$ cat src/rtl/pc_sequencer_if.sv
// Control and status bundle between the IF-stage control logic and the PC sequencer.
// Signal suffixes are written from the sequencer's point of view (_i into it, _o out of it).
interface pc_sequencer_if #(
    parameter int unsigned WIDTH     = 32,
    parameter int unsigned RAS_DEPTH = 4
);
    localparam int unsigned CW = $clog2(RAS_DEPTH + 1);

    logic             stall_i;
    logic             branch_i;
    logic [WIDTH-1:0] branch_target_i;
    logic             jump_i;
    logic [WIDTH-1:0] jump_target_i;
    logic             call_i;
    logic             return_i;
    logic             exception_i;
    logic [WIDTH-1:0] pc_result_o;
    logic [WIDTH-1:0] pc_add_result_o;
    logic [CW-1:0]    ras_count_o;
    logic             ras_underflow_o;

    modport master (
        output stall_i, branch_i, branch_target_i, jump_i, jump_target_i,
               call_i, return_i, exception_i,
        input  pc_result_o, pc_add_result_o, ras_count_o, ras_underflow_o
    );

    modport slave (
        input  stall_i, branch_i, branch_target_i, jump_i, jump_target_i,
               call_i, return_i, exception_i,
        output pc_result_o, pc_add_result_o, ras_count_o, ras_underflow_o
    );
endinterface

$ cat src/rtl/pc_sequencer.sv
// Program-counter sequencer: holds the PC, computes the wrapping sequential
// successor, arbitrates exception/return/branch/jump/stall redirects and keeps
// a circular return-address stack so call/return pairs resolve locally.
module pc_sequencer #(
    parameter int unsigned      WIDTH        = 32,
    parameter int unsigned      STEP         = 4,
    parameter logic [WIDTH-1:0] RESET_VECTOR = 32'h0000_0000,
    parameter logic [WIDTH-1:0] EXC_VECTOR   = 32'h8000_0180,
    parameter int unsigned      RAS_DEPTH    = 4
) (
    input  logic          clk_i,
    input  logic          rst_ni,
    pc_sequencer_if.slave bus
);
    localparam int unsigned      CW       = $clog2(RAS_DEPTH + 1);
    localparam int unsigned      PW       = (RAS_DEPTH > 1) ? $clog2(RAS_DEPTH) : 1;
    localparam logic [WIDTH-1:0] STEP_W   = WIDTH'(STEP);
    localparam logic [CW-1:0]    COUNT_0  = CW'(0);
    localparam logic [CW-1:0]    COUNT_1  = CW'(1);
    localparam logic [CW-1:0]    COUNT_MX = CW'(RAS_DEPTH);
    localparam logic [PW-1:0]    PTR_0    = PW'(0);
    localparam logic [PW-1:0]    PTR_1    = PW'(1);

    logic [WIDTH-1:0] pc_q;
    logic [WIDTH-1:0] pc_d;
    logic [WIDTH-1:0] pc_add_s;
    logic [WIDTH-1:0] ras_q [RAS_DEPTH];
    logic [PW-1:0]    ptr_q;
    logic [PW-1:0]    ptr_d;
    logic [CW-1:0]    count_q;
    logic [CW-1:0]    count_d;
    logic             unf_q;
    logic             unf_d;
    logic             wr_en_s;
    logic [PW-1:0]    wr_idx_s;
    logic             ras_empty_s;
    logic [WIDTH-1:0] ras_top_s;

    // Sequential successor; the carry out of the top bit is intentionally dropped.
    assign pc_add_s    = pc_q + STEP_W;
    assign ras_empty_s = (count_q == COUNT_0);
    // The pointer always addresses the most recently pushed entry.
    assign ras_top_s   = ras_q[ptr_q];

    assign bus.pc_result_o     = pc_q;
    assign bus.pc_add_result_o = pc_add_s;
    assign bus.ras_count_o     = count_q;
    assign bus.ras_underflow_o = unf_q;

    // Next-PC arbitration: exception, return, branch, call/jump, stall, sequential.
    always_comb begin
        pc_d = pc_add_s;
        if (bus.exception_i) begin
            pc_d = EXC_VECTOR;
        end else if (bus.return_i) begin
            // An empty stack falls back to the register-file target.
            pc_d = ras_empty_s ? bus.jump_target_i : ras_top_s;
        end else if (bus.branch_i) begin
            pc_d = bus.branch_target_i;
        end else if (bus.call_i || bus.jump_i) begin
            pc_d = bus.jump_target_i;
        end else if (bus.stall_i) begin
            pc_d = pc_q;
        end else begin
            pc_d = pc_add_s;
        end
    end

    // Return-address stack control: push, pop, top replacement, flush and underflow flag.
    always_comb begin
        ptr_d    = ptr_q;
        count_d  = count_q;
        wr_en_s  = 1'b0;
        wr_idx_s = ptr_q;
        unf_d    = 1'b0;
        if (bus.exception_i) begin
            // Trap flushes the stack and cancels any simultaneous push or pop.
            ptr_d   = PTR_0;
            count_d = COUNT_0;
        end else if (bus.return_i && bus.call_i) begin
            if (ras_empty_s) begin
                // Nothing to pop, so the link becomes a plain push.
                ptr_d    = ptr_q + PTR_1;
                wr_idx_s = ptr_q + PTR_1;
                wr_en_s  = 1'b1;
                count_d  = COUNT_1;
                unf_d    = 1'b1;
            end else begin
                // Pop and push cancel: overwrite the top in place.
                wr_idx_s = ptr_q;
                wr_en_s  = 1'b1;
            end
        end else if (bus.return_i) begin
            if (ras_empty_s) begin
                unf_d = 1'b1;
            end else begin
                ptr_d   = ptr_q - PTR_1;
                count_d = count_q - COUNT_1;
            end
        end else if (bus.call_i && !bus.branch_i) begin
            // A full stack silently overwrites its oldest entry.
            ptr_d    = ptr_q + PTR_1;
            wr_idx_s = ptr_q + PTR_1;
            wr_en_s  = 1'b1;
            count_d  = (count_q == COUNT_MX) ? count_q : count_q + COUNT_1;
        end else begin
            ptr_d   = ptr_q;
            count_d = count_q;
        end
    end

    // PC, stack pointer, count and underflow flag registers.
    always_ff @(posedge clk_i or negedge rst_ni) begin
        if (!rst_ni) begin
            pc_q    <= RESET_VECTOR;
            ptr_q   <= PTR_0;
            count_q <= COUNT_0;
            unf_q   <= 1'b0;
        end else begin
            pc_q    <= pc_d;
            ptr_q   <= ptr_d;
            count_q <= count_d;
            unf_q   <= unf_d;
        end
    end

    // Return-address storage; cleared on reset so no X ever reaches the PC.
    always_ff @(posedge clk_i or negedge rst_ni) begin
        if (!rst_ni) begin
            for (int i = 0; i < RAS_DEPTH; i++) begin
                ras_q[i] <= {WIDTH{1'b0}};
            end
        end else if (wr_en_s) begin
            ras_q[wr_idx_s] <= pc_add_s;
        end
    end
endmodule

$ cat src/flat_wrapper.sv
// flat-port wrapper written by rule: the top's interface ports become plain ports
module pc_sequencer_flat 
#(
    parameter int unsigned      WIDTH        = 32,
    parameter int unsigned      STEP         = 4,
    parameter logic [WIDTH-1:0] RESET_VECTOR = 32'h0000_0000,
    parameter logic [WIDTH-1:0] EXC_VECTOR   = 32'h8000_0180,
    parameter int unsigned      RAS_DEPTH    = 4
)
  (clk_i, rst_ni, bus_stall_i, bus_branch_i, bus_branch_target_i, bus_jump_i, bus_jump_target_i, bus_call_i, bus_return_i, bus_exception_i, bus_pc_result_o, bus_pc_add_result_o, bus_ras_count_o, bus_ras_underflow_o);
  pc_sequencer_if #(.WIDTH(WIDTH), .RAS_DEPTH(RAS_DEPTH)) bus_i ();
  input  logic clk_i;
  input  logic rst_ni;
  input wire logic [$bits(bus_i.stall_i)-1:0] bus_stall_i;
  input wire logic [$bits(bus_i.branch_i)-1:0] bus_branch_i;
  input wire logic [$bits(bus_i.branch_target_i)-1:0] bus_branch_target_i;
  input wire logic [$bits(bus_i.jump_i)-1:0] bus_jump_i;
  input wire logic [$bits(bus_i.jump_target_i)-1:0] bus_jump_target_i;
  input wire logic [$bits(bus_i.call_i)-1:0] bus_call_i;
  input wire logic [$bits(bus_i.return_i)-1:0] bus_return_i;
  input wire logic [$bits(bus_i.exception_i)-1:0] bus_exception_i;
  output wire logic [$bits(bus_i.pc_result_o)-1:0] bus_pc_result_o;
  output wire logic [$bits(bus_i.pc_add_result_o)-1:0] bus_pc_add_result_o;
  output wire logic [$bits(bus_i.ras_count_o)-1:0] bus_ras_count_o;
  output wire logic [$bits(bus_i.ras_underflow_o)-1:0] bus_ras_underflow_o;
  assign bus_i.stall_i = bus_stall_i;
  assign bus_i.branch_i = bus_branch_i;
  assign bus_i.branch_target_i = bus_branch_target_i;
  assign bus_i.jump_i = bus_jump_i;
  assign bus_i.jump_target_i = bus_jump_target_i;
  assign bus_i.call_i = bus_call_i;
  assign bus_i.return_i = bus_return_i;
  assign bus_i.exception_i = bus_exception_i;
  assign bus_pc_result_o = bus_i.pc_result_o;
  assign bus_pc_add_result_o = bus_i.pc_add_result_o;
  assign bus_ras_count_o = bus_i.ras_count_o;
  assign bus_ras_underflow_o = bus_i.ras_underflow_o;
  pc_sequencer #(.WIDTH(WIDTH), .STEP(STEP), .RESET_VECTOR(RESET_VECTOR), .EXC_VECTOR(EXC_VECTOR), .RAS_DEPTH(RAS_DEPTH)) u_core (.clk_i(clk_i), .rst_ni(rst_ni), .bus(bus_i));
endmodule
$ cat config.mk
export PLATFORM = sky130hd
export DESIGN_NAME = pc_sequencer_flat
export DESIGN_NICKNAME = d
export VERILOG_FILES = /design/src/rtl/pc_sequencer_if.sv /design/src/rtl/pc_sequencer.sv /design/src/flat_wrapper.sv
export SDC_FILE = /design/constraint.sdc
export NUM_CORES = 1
export LEC_CHECK = 0
export BUFFER_PORTS_ARGS = -buffer_cell sky130_fd_sc_hd__buf_2
export CORE_MARGIN = 2
export CORE_UTILIZATION = 30
export DETAILED_ROUTE_END_ITERATION = 8
export SYNTH_ARGS = -nofsm -noshare
export SYNTH_HDL_FRONTEND = slang
export SYNTH_SLANG_ARGS = --single-unit
$ cat constraint.sdc
create_clock -name clk_i -period 5.9 [get_ports clk_i]
set_clock_uncertainty 0.2 [all_clocks]
set_input_delay 0.59 -clock clk_i [delete_from_list [all_inputs] [get_ports clk_i]]
set_output_delay 0.59 -clock clk_i [all_outputs]
set_load 0.005 [all_outputs]
## Word-level counts from Yosys, hierarchy flattened

Cells that the tools add are included.

- Flip-flop bits (word level): 166
- Input port bits: 72
- Output and inout bits: 68
- Logic and storage cells: 67

- $add $sub $neg: 5
- $lt $le $gt $ge: 3
- Equal/unequal tests: 5
- Mux-type cells: 36
- Bitwise operators: 2
- Reductions and logical operators: 8

Operators with widths:

| cell | number |
|---|---|
| 2-to-1 mux 32 bit | 9 |
| bitwise mux 128 bit | 1 |
| binary-select mux 32 bit (select 2 bit) | 1 |
| demux 32 bit (select 2 bit) | 1 |
| adder 32 x 3 -> 32 bit (second input constant) | 1 |
| 2-to-1 mux 3 bit | 7 |
| 2-to-1 mux 2 bit | 9 |
| 2-to-1 mux 1 bit | 8 |
| greater-or-equal comparator 3 bit (second input constant) | 2 |
| NOT 2 -> 3 bit | 2 |
| inequality test 5 x 1 -> 1 bit (second input constant) | 1 |
| inequality test 4 x 3 -> 1 bit (second input constant) | 1 |
| inequality test 4 bit (second input constant) | 1 |
| AND reduction 4 bit | 1 |
| nonzero test 4 bit | 1 |
| adder 3 x 1 -> 3 bit (second input constant) | 1 |
| == test 3 bit (second input constant) | 1 |
| logical AND 1 bit | 3 |
| logical NOT 3 bit | 1 |
| less-than comparator 3 x 1 -> 1 bit (second input constant) | 1 |
| inequality test 3 x 2 -> 1 bit (second input constant) | 1 |
| subtractor 3 x 1 -> 3 bit (second input constant) | 1 |
| adder 2 x 1 -> 2 bit (second input constant) | 1 |
| subtractor 2 x 1 -> 2 bit (second input constant) | 1 |
| 2 further kinds | 2 |

## Logic depth before layout (Yosys ltp)

- Depth in word-level cells: 12
- Gate-level depth with buffers: 9
- Gate-level depth less buffers: 8

## Worst setup path before layout

No wires, ideal clock.

- Path type: reg2out
- From: reg u_core.pc_q[2] (netlist: u_core.bus.pc_result_o[2])
- To: out bus_pc_add_result_o[28]
- Arrival: 2.056 ns
- Required time: 5.110 ns
- Slack: 3.054 ns
- Cell stages (with the launch flop): 8
- Buffers on the path: 0
- Cell sequence: dfrtp_1 -> ha_1 -> nand4_1 -> or3_4 -> nor3_1 -> and3_1 -> xnor2_1 -> inv_1

- Cells in the longest elaborated chain, start to end: 1

Ends and longest elaborated chain:

| what | line | text |
|---|---|---|
| start: declaration | pc_sequencer.sv:24 | `logic [WIDTH-1:0] pc_q;` |
| start signal: assignment | pc_sequencer.sv:120 | `pc_q <= pc_d;` |
| adder 32 x 3 -> 32 bit | pc_sequencer.sv:40 | `assign pc_add_s = pc_q + STEP_W;` |
| end: declaration | flat_wrapper.sv:23 | `output wire logic [$bits(bus_i.pc_add_result_o)-1:0] bus_pc_add_result_o;` |

No other way between the ends.

## Worst setup path in the final report

Same ends and word-level chain as after synthesis.

==> summary.md <==
| Metric | Value |
|---|---|
| Outcome | `finished clean` |
| Y dimension of the die | `176.4 um` |
| Net count after synthesis | `1,005` |
| Routability cong. | `0.8811` |
| Number of slew-limit violations in the final report | `0` |
| Share of total power in sequential cells | `0.448` |
| Filler instances | `3,051` |
| Worst setup path startpoint | `u_core.bus.pc_result_o[2]$_DFFE_PN0P_` |
| Total via count after detailed routing | `7,618` |
| DRC violation count after routing | `0` |
| Async set-reset flop share out of synthesis | `1.000` |
| Number of routed nets with antenna violations | `0` |
| CP Data Required Time | `5110 ps` |
| Net switching component of the power | `1282 uW` |
| R2R Path Start | `u_core.bus.ras_count_o[0]$_DFFE_PN0P_` |
| Worst slew margin relative to its limit | `0.2716` |
| Final worst-path cycle share | `0.6531` |
| Critical path launch point type | `register` |
| CTS HTree Levels | `4` |
| Count of endpoints failing hold in the final timing report | `0` |
| Post_cts resized | `0` |
| CTS clock-pin slew for the worst setup and hold paths | `60 ps` |
| Number of detailed-route iterations in the first pass | `5` |
| Post-synth EDFFs | `0` |
| Port Buffer Count | `139` |
| Grt total ovfl | `0` |
| CTS tree | `yes` |
| Post-synth cell types | `69` |
| Antenna Diode Count | `0` |
| Number of ports placed on the die boundary | `140` |
| Aggregate global-route resource usage | `0.1918` |
| Initial detailed-routing violation count | `693` |
| Share of cells above drive strength 1 | `0.2514` |
| Fmax | `0.2595 GHz` |
| Aggregate routed wire length | `29.40 mm` |
| Commonest register cell after synthesis | `sky130_fd_sc_hd__dfrtp_1` |
| DIE WIDTH | `176.4 um` |
| Pin slew with the least headroom to its limit | `1093 ps` |
| Count of clock tree sinks | `166` |
| Time the worst path needs with I/O delays and setup | `3853 ps` |
| Signed area change from the synthesized netlist to the final layout | `18.68%` |
| Worst setup path class | `register to output pin` |
| Internal cell power | `2767 uW` |
| Clock insertion delay at the later pin of the skew report | `420 ps` |
| Leakage power figure | `0.004701 uW` |
| Core area | `0.02948 mm2` |
| Setup-violating endpoint count in the final report | `0` |
| Biggest fanout along the worst timing path | `9` |
| Final hold slack | `273.7 ps` |
| PD cells | `382.5 mW/mm2` |
| Setup TNS | `0 ps` |
| DP HPWL | `20.45 mm` |
| Fraction of power consumed by combinational cells | `0.264` |
| Max-capacitance violation count | `0` |
| Yosys top cell by area | `sky130_fd_sc_hd__dfrtp_1` |
| Register-to-register setup slack | `2680 ps` |
| Post-CTS Setup Repair Bufs | `0` |
| Via count of the first global-routing pass | `7,448` |
| Critical Path Sink | `bus_pc_add_result_o[28]` |
| Switching power as a share of total power | `0.3166` |
| Initial antenna violation count | `2` |
| First-pass GRT wire length | `45.19 mm` |
| Pin count of the biggest net entering global routing | `80` |
| Number of cells traversed by the worst register-to-register path | `6` |
| Die area | `0.03113 mm2` |
| Layout Nets | `1,111` |
| Number of vias per cell | `5.290` |
| Final core occ | `0.3591` |
| Mapped Cells | `931` |
| Num CTS Buffers | `17` |
| Sort of element at the end of the critical path | `output pin` |
| Starting density of the core | `0.3026` |
| Hold Path Class | `register to register` |
| Synth warnings | `0` |
| Total of flip-flops plus latches after synthesis | `166` |
| Average wire length per cell after detail routing | `20.41 um` |
| Critical R2R Capture | `u_core.ras_q[3]$_DFFE_PN0P_` |
| Maximum resistive drop on vdd | `0.0002141 V` |
| Row count | `63` |
| Cell at the root of the clock tree | `sky130_fd_sc_hd__clkbuf_16` |
| Arr. time, crit path | `3060 ps` |
| Area share of the leading cell type in the synthesized netlist | `0.4656` |
| Synth Area per Inst | `9.582 um2` |
| Mapped cell area | `0.008921 mm2` |
| Proportion of synthesized chip area in sequential cells | `0.4656` |
| Main area contributors after synthesis | `sky130_fd_sc_hd__dfrtp_1 (47%), sky130_fd_sc_hd__mux4_2 (8.1%), sky130_fd_sc_hd__a21oi_1 (4.9%)` |
| Number of buffers between clock root and the deepest sink | `2` |
| RSZ-0062 raised after global routing | `no` |
| Proportion of power drawn by the clock network | `0.288` |
-- routing by layer --
metal  GRT usage  routed length, um
met1      0.2604              13030
met2      0.3054              13730
met3     0.05276               2161
met4     0.04408                442
met5           0                 30
-- flip-flops by register name, indices dropped and copies added, names as in the netlist --
signal / flops
u_core.bus.pc_result_o: 32
u_core.ras_q: 128
u_core.bus.ras_count_o: 3
u_core.bus.ras_underflow_o: 1
u_core.ptr_q: 2
-- power groups by stage --
stage,registers (uW),logic (uW),clock network [uW]
after detailed placement,1830,1070,0
after global routing,1860,1210,1230
after CTS,1810,1080,1190
after floorplan,1740,776,0
final,1810,1070,1170
after global placement,1810,1050,0
-- synthesized netlist by cell type, types with 4 or more instances --
| master | instances |
|---|---|
| sky130_fd_sc_hd__o21ai_0 | 84 |
| sky130_fd_sc_hd__nor3_1 | 13 |
| sky130_fd_sc_hd__clkbuf_1 | 44 |
| sky130_fd_sc_hd__a31oi_1 | 16 |
| sky130_fd_sc_hd__o311ai_0 | 5 |
| sky130_fd_sc_hd__xnor2_1 | 14 |
| sky130_fd_sc_hd__or2_2 | 5 |
| sky130_fd_sc_hd__and2_1 | 4 |
| sky130_fd_sc_hd__mux2_2 | 15 |
| sky130_fd_sc_hd__inv_1 | 38 |
| sky130_fd_sc_hd__nand4_1 | 6 |
| sky130_fd_sc_hd__mux4_2 | 32 |
| sky130_fd_sc_hd__xor2_1 | 15 |
| sky130_fd_sc_hd__nand2b_1 | 8 |
| sky130_fd_sc_hd__o221a_2 | 4 |
| sky130_fd_sc_hd__a21oi_1 | 88 |
| sky130_fd_sc_hd__dfrtp_1 | 166 |
| sky130_fd_sc_hd__a22o_1 | 12 |
| sky130_fd_sc_hd__nand2_1 | 101 |
| sky130_fd_sc_hd__buf_2 | 17 |
| sky130_fd_sc_hd__a211oi_1 | 13 |
| sky130_fd_sc_hd__o31ai_1 | 6 |
| sky130_fd_sc_hd__nand3_1 | 19 |
| sky130_fd_sc_hd__o21a_1 | 5 |
| sky130_fd_sc_hd__nor2_1 | 106 |
| sky130_fd_sc_hd__a22oi_1 | 14 |
| sky130_fd_sc_hd__and3_1 | 9 |
| sky130_fd_sc_hd__o22a_1 | 5 |
| sky130_fd_sc_hd__o211ai_1 | 5 |
-- stage by stage --
stage	setup WS, ps	power [uW]	std cells	cell area [um2]
final	2047	4050	1440	10590
after global routing	1719	4301	1440	10590
after CTS	2035	4076	1440	10590
after detailed placement	2476	2901	1407	9955
after global placement	2543	2861	1407	9955
after floorplan	3054	2514	931	8921
-- logic make-up (layout without fill, tap and decap cells) --
logic type      count (synthesis)  count (layout)  synth area share
simple gates                  298             298            0.1571
fa+ha+maj                       2               2          0.003646
buf+inv                       107             226           0.04965
mux                            50              50            0.1031
compound gates                279             279            0.1924
xor+xnor                       29              29           0.02847
flops                         166             166            0.4656
-- how the worst min path moves through the flow --
stage	start	endpoint	slack [ps]	cells after the start
detailed placement	u_core.ras_q[126]$_DFFE_PN0P_	u_core.ras_q[126]$_DFFE_PN0P_	270	2
global placement	u_core.ras_q[111]$_DFFE_PN0P_	u_core.ras_q[111]$_DFFE_PN0P_	260	2
global route	bus_jump_target_i[2]	u_core.bus.pc_result_o[2]$_DFFE_PN0P_	290	3
finish	u_core.ras_q[103]$_DFFE_PN0P_	u_core.ras_q[103]$_DFFE_PN0P_	270	2
CTS	bus_jump_target_i[2]	u_core.bus.pc_result_o[2]$_DFFE_PN0P_	280	3
floorplan	rst_ni	u_core.bus.pc_result_o[0]$_DFFE_PN0P_	90	0
-- critical path, stage by stage, from the launching register on --
cell	delay [ps]
sky130_fd_sc_hd__dfrtp_1	490
sky130_fd_sc_hd__ha_1	280
sky130_fd_sc_hd__nand4_1	220
sky130_fd_sc_hd__or3_4	480
sky130_fd_sc_hd__nor3_1	460
sky130_fd_sc_hd__and3_1	280
sky130_fd_sc_hd__xnor2_1	230
sky130_fd_sc_hd__inv_1	70
sky130_fd_sc_hd__buf_2	130
-- what timing repair did --
| item | in CTS | in global routing |
|---|---|---|
| hold buffers | 1 | 0 |
| setup endpoints to repair | 0 | 0 |
| endpoints found under the hold margin | 39 | 0 |
-- placed cells by master (no fill, tap or decap), types with 4 or more instances in the layout --
cell type / synthesis / routed
sky130_fd_sc_hd__o21a_1: 5 / 5
sky130_fd_sc_hd__a211oi_1: 13 / 13
sky130_fd_sc_hd__clkbuf_8: 0 / 6
sky130_fd_sc_hd__nand2_1: 101 / 101
sky130_fd_sc_hd__a22oi_1: 14 / 14
sky130_fd_sc_hd__or2_2: 5 / 5
sky130_fd_sc_hd__and2_1: 4 / 4
sky130_fd_sc_hd__o21ai_0: 84 / 84
sky130_fd_sc_hd__o31ai_1: 6 / 6
sky130_fd_sc_hd__buf_4: 3 / 16
sky130_fd_sc_hd__a22o_1: 12 / 12
sky130_fd_sc_hd__inv_1: 38 / 38
sky130_fd_sc_hd__o22a_1: 5 / 5
sky130_fd_sc_hd__o211ai_1: 5 / 5
sky130_fd_sc_hd__nand2b_1: 8 / 8
sky130_fd_sc_hd__a21oi_1: 88 / 88
sky130_fd_sc_hd__nand3_1: 19 / 19
sky130_fd_sc_hd__o311ai_0: 5 / 5
sky130_fd_sc_hd__clkbuf_16: 0 / 17
sky130_fd_sc_hd__mux4_2: 32 / 32
sky130_fd_sc_hd__a31oi_1: 16 / 16
sky130_fd_sc_hd__buf_2: 17 / 138
sky130_fd_sc_hd__dfrtp_1: 166 / 165
sky130_fd_sc_hd__nor3_1: 13 / 13
sky130_fd_sc_hd__nor2_2: 2 / 5
sky130_fd_sc_hd__mux2_2: 15 / 15
sky130_fd_sc_hd__xor2_1: 15 / 15
sky130_fd_sc_hd__nor2_1: 106 / 102
sky130_fd_sc_hd__nand4_1: 6 / 6
sky130_fd_sc_hd__and3_1: 9 / 9
sky130_fd_sc_hd__o221a_2: 4 / 4
sky130_fd_sc_hd__xnor2_1: 14 / 14
-- area by class of cell --
type / count / area, um2 / area share
clock buffers: 23 / 508.0 / 0.04798
multi-input cells: 658 / 4347 / 0.4105
clock inverters: 9 / 115.1 / 0.01087
inverters: 38 / 142.6 / 0.01347
repair buffers: 156 / 832.0 / 0.07859
well taps: 390 / 488.0 / 0.04609
flip-flops and latches: 166 / 4155 / 0.3925
Power figures use the tool's default switching activity.
